<file path="src/rtl/regfile_port_scheduler.sv">
// regfile_port_scheduler: owns the 32x8 register file ports, clears it after reset and
// arbitrates single-register debug accesses against the pipeline with bounded starvation.
module regfile_port_scheduler #(
  parameter int STARVE_LIMIT = 4
) (
  input  logic       clock,
  input  logic       reset,
  input  logic [4:0] pipe_rs1,
  input  logic [4:0] pipe_rs2,
  input  logic [4:0] pipe_rd,
  input  logic [7:0] pipe_wdata,
  input  logic       pipe_we,
  output logic       pipe_stall,
  output logic       init_done,
  input  logic       dbg_req,
  input  logic       dbg_we,
  input  logic [4:0] dbg_addr,
  input  logic [7:0] dbg_wdata,
  output logic       dbg_gnt,
  output logic       dbg_rvalid,
  output logic [7:0] dbg_rdata,
  output logic [4:0] rf_read_reg1,
  output logic [4:0] rf_read_reg2,
  output logic [4:0] rf_write_reg,
  output logic [7:0] rf_write_data,
  output logic       rf_reg_write,
  input  logic [7:0] rf_read_data1
);
  typedef enum logic [1:0] {CLEAR, RUN, DBG_ACC, DBG_RD} state_t;
  localparam logic [3:0] LIM = 4'(STARVE_LIMIT);
  state_t state, state_n;
  logic [4:0] clr_idx, l_addr;
  logic [3:0] wait_cnt, wait_n;
  logic [7:0] l_wdata;
  logic l_we, take, wr;
  always_comb begin
    take = state == RUN && dbg_req && (!pipe_we || wait_cnt == LIM);
    state_n = state;
    wait_n = wait_cnt;
    rf_read_reg1 = '0;
    rf_read_reg2 = '0;
    rf_write_reg = '0;
    rf_write_data = '0;
    wr = 1'b0;
    pipe_stall = 1'b1;
    dbg_gnt = 1'b0;
    case (state)
      CLEAR: begin
        rf_write_reg = clr_idx;
        wr = 1'b1;
        state_n = clr_idx == 5'd31 ? RUN : CLEAR;
      end
      RUN: begin
        rf_read_reg1 = pipe_rs1;
        rf_read_reg2 = pipe_rs2;
        rf_write_reg = pipe_rd;
        rf_write_data = pipe_wdata;
        wr = pipe_we && pipe_rd != '0;
        pipe_stall = 1'b0;
        state_n = take ? DBG_ACC : RUN;
        wait_n = (!dbg_req || take) ? '0 : (wait_cnt == LIM ? wait_cnt : wait_cnt + 4'd1);
      end
      DBG_ACC: begin
        dbg_gnt = 1'b1;
        rf_read_reg1 = l_addr;
        rf_write_reg = l_addr;
        rf_write_data = l_wdata;
        wr = l_we && l_addr != '0;
        state_n = l_we ? RUN : DBG_RD;
      end
      DBG_RD: begin
        rf_read_reg1 = l_addr;
        state_n = RUN;
      end
      default: state_n = CLEAR;
    endcase
    rf_reg_write = reset && wr;
  end
  always_ff @(posedge clock or negedge reset) begin
    if (!reset) begin
      state <= CLEAR;
      clr_idx <= '0;
      wait_cnt <= '0;
      init_done <= 1'b0;
      dbg_rvalid <= 1'b0;
      dbg_rdata <= '0;
      l_addr <= '0;
      l_we <= 1'b0;
      l_wdata <= '0;
    end else begin
      state <= state_n;
      wait_cnt <= wait_n;
      clr_idx <= state == CLEAR ? clr_idx + 5'd1 : clr_idx;
      init_done <= init_done || (state == CLEAR && clr_idx == 5'd31);
      dbg_rvalid <= state == DBG_RD;
      if (state == DBG_RD) dbg_rdata <= rf_read_data1;
      if (take) begin
        l_addr <= dbg_addr;
        l_we <= dbg_we;
        l_wdata <= dbg_wdata;
      end
    end
  end
endmodule

</file>
<file path="config.mk">
export PLATFORM = sky130hd
export DESIGN_NAME = regfile_port_scheduler
export DESIGN_NICKNAME = d
export VERILOG_FILES = /design/src/rtl/regfile_port_scheduler.sv
export SDC_FILE = /design/constraint.sdc
export NUM_CORES = 1
export LEC_CHECK = 0
export ABC_AREA = 1
export CORE_ASPECT_RATIO = 1.4
export CORE_MARGIN = 10
export CORE_UTILIZATION = 38
export CTS_CLUSTER_SIZE = 16
export DETAILED_ROUTE_END_ITERATION = 10
export GPL_ROUTABILITY_DRIVEN = 0
export MAX_ROUTING_LAYER = met4
export PLACE_DENSITY_LB_ADDON = 0.05
export SYNTH_ARGS = -nofsm -noshare
export SYNTH_HDL_FRONTEND = slang
export SYNTH_SLANG_ARGS = --single-unit
</file>
<file path="constraint.sdc">
create_clock -name clock -period 1.59 [get_ports clock]
set_clock_uncertainty 0.15 [all_clocks]
set_input_delay 0.3975 -clock clock [delete_from_list [all_inputs] [get_ports clock]]
set_output_delay 0.3975 -clock clock [all_outputs]
set_load 0.01 [all_outputs]
</file>
==> flow_summary.toml <==
[die]
die_h_um = 106
die-area_mm2 = 0.00860
fp.dieW_um = 81.3
core-area_mm2 = 0.00512
start_util = 0.390
pin_count = 85
std_cell_rows = 31

[placement]
hpwl_um = 4940
portBuffers = 84
place_ws_ns = -0.742
placed_cell_area_mm2 = 0.00320

[cts]
cts_sinks = 35
cts.clk_slew.worst_paths_ns = 0.08
numCtsBuffers = 5
clockBufferDepth = 2
ctsRootBufferMaster = "clkbuf_8"
cts_max_level = 2
cts_tree = "done"
clock_latency_ns = 0.30

[global_route]
grt_remaining_overflow = 0
grt_usage = 0.165
antenna_found_initial = 0
grt_pass1_vias = 2353
grt_pass1_wl_um = 11000
grt_max_degree = 36

[routing]
avgViaCountPerCell = 4.67
drc = 0
first_iter_violations = 108
totalWireLength_um = 7030
first_pass_iters = 4
wl_per_cell_um = 14.8
via_count = 2218
ant_nets = 0

[logic_synthesis]
synthTopCellsByArea = "dfrtp_1 (44%), nand2_1 (23%), ha_1 (6.3%)"
seq_area_frac_synth = 0.438
synth_nets = 330
synthCells = 271
syn_area_mm2 = 0.00200
synthTopCellsByCount = "nand2_1 (122), dfrtp_1 (35), inv_1 (25)"
ys_seq_elements = 35
synth_flop_cell = "dfrtp_1"
synth_most_common_cell = "nand2_1"
synth_edf_count = 0
yosysWarningCount = 0
ys_types = 25
syn_avg_cell_area_um2 = 7.37
ys_async_sr_fraction = 1.00
yosysTopAreaCell = "dfrtp_1"
netlist.area_leader.share = 0.438

[power]
power.total_w = 0.00485
leakage_nw = 1.90
peakVddDrop_mv = 0.799
power.density_mw_per_mm2 = 1260

[finish]
area_growth_pct = 92.8
n_fill_cell = 409
stdcell_area_mm2 = 0.00385
multi_input_area_mm2 = 0.00131
seqCellArea_um2 = 877
num_antenna_cells = 0
drive_gt1_frac = 0.477
fin_nets = 467

[timing]
layout_worst_path_cycle_share = 1.41
slew_violations = 0
rsz0062_at_grt = "yes"
setup_viol = 46
hold_violations = 0
slew_headroom = 0.699
fmax_mhz = 447
worst_slew_pin_slew_ns = 0.451
post-route-min-period_ns = 2.24
fin_ws_ns = -0.649
whs_ns = 0.00743

[critical_path]
end_kind = "output pin"
start_kind = "flip-flop"
crit_fanout = 5
cp.required_ns = 1.04
arrival_ns = 1.69
path_class = "reg -> out"
r2r_slack_ns = -0.16

[run_status]
outcome = "finished, violations left"
violations = "negative setup slack"

[run]
cap_viol_max_count = 0

[hold_path]
min_path_type = "in -> async"
repair_timing:
action                                  in CTS  in global routing
gates cloned                                 3                  0
gates resized for setup                    159                 84
hold buffers                                 0                  0
pin swaps                                    7                 16
endpoints found under the setup margin      36                 45
setup buffers                               15                  8
critical path: stages, from the launching register on:
cell and delay, ns:
dfrtp_1 0.41, inv_2 0.10, ha_4 0.29, clkinvlp_4 0.14
buf_6 0.15, buf_6 0.10, a21oi_2 0.08, buf_2 0.13
sequential cells by signal, indices dropped and copies added, names as in the netlist:
signal	count
dbg_rdata	8
l_wdata	8
clr_idx	5
l_addr	5
wait_cnt	4
state	2
dbg_rvalid	1
init_done	1
l_we	1
kinds of logic (layout without fill, tap and decap cells):
| group | after synthesis | in the layout | share of synthesized area |
|---|---|---|---|
| buf+inv | 40 | 178 | 0.0883 |
| flops | 35 | 35 | 0.438 |
| compound gates | 23 | 23 | 0.0683 |
| fa+ha+maj | 10 | 10 | 0.0626 |
| simple gates | 159 | 159 | 0.325 |
| xor+xnor | 4 | 4 | 0.0175 |
per-layer routing:
metal	up-vias	track usage	routed length, µm
met4	0	0.0484	52
met3	4	0.0357	394
li1	1109	-	-
met1	1041	0.177	2840
met2	64	0.289	3740
met5	-	-	0
layout make-up:
| cell class | instances | share of cell area |
|---|---|---|
| Timing Repair Buffer | 141 | 0.356 |
| Multi-Input combinational cell | 196 | 0.339 |
| Sequential cell | 35 | 0.228 |
| Inverter | 29 | 0.0318 |
| Tap cell | 66 | 0.0214 |
| Clock buffer | 5 | 0.0179 |
| Clock inverter | 3 | 0.00650 |
final timing paths:
check	start	endpoint	depth (start not counted)
hold reg to reg	dbg_rdata[3]	dbg_rdata[3]	2
setup / recovery	state[1]	rf_write_data[2]	7
hold / removal	reset	clr_idx[0]	2
max in group asynchronous	reset	state[0]	2
min in group clock	dbg_rdata[3]	dbg_rdata[3]	2
setup reg to reg	state[1]	l_addr[1]	11
cells in the final DEF (no fill, tap or decap), drive strengths merged, types with 2 or more instances in the layout:
| cell | count |
|---|---|
| buf | 84 |
| inv | 28 |
| nand3 | 21 |
| nand2 | 126 |
| clkdlybuf4s50 | 47 |
| clkbuf | 5 |
| clkinv | 2 |
| dfrtp | 35 |
| xor2 | 2 |
| a21boi | 2 |
| ha | 10 |
| nor2 | 8 |
| clkinvlp | 2 |
| xnor2 | 2 |
| dlygate4sd2 | 10 |
| a21oi | 16 |
| o21ai | 3 |
power by group:
part,switching [W],total (W),internal (W)
clock,0.000363,0.000676,0.000313
sequential,0.000236,0.00147,0.00124
combinational,0.00123,0.00269,0.00146
metrics by stage:
step | std cells | setup TNS (ns) | utilization
6_report | 475 | -16.43 | 0.752
5_1_grt | 475 | -19.53 | 0.752
4_1_cts | 469 | -13.16 | 0.690
3_5_place_dp | 443 | -16.26 | 0.625
3_3_place_gp | 443 | -15.74 | 0.625
2_1_floorplan | 271 | -0.886 | -
(Power assumes the default switching activity.)
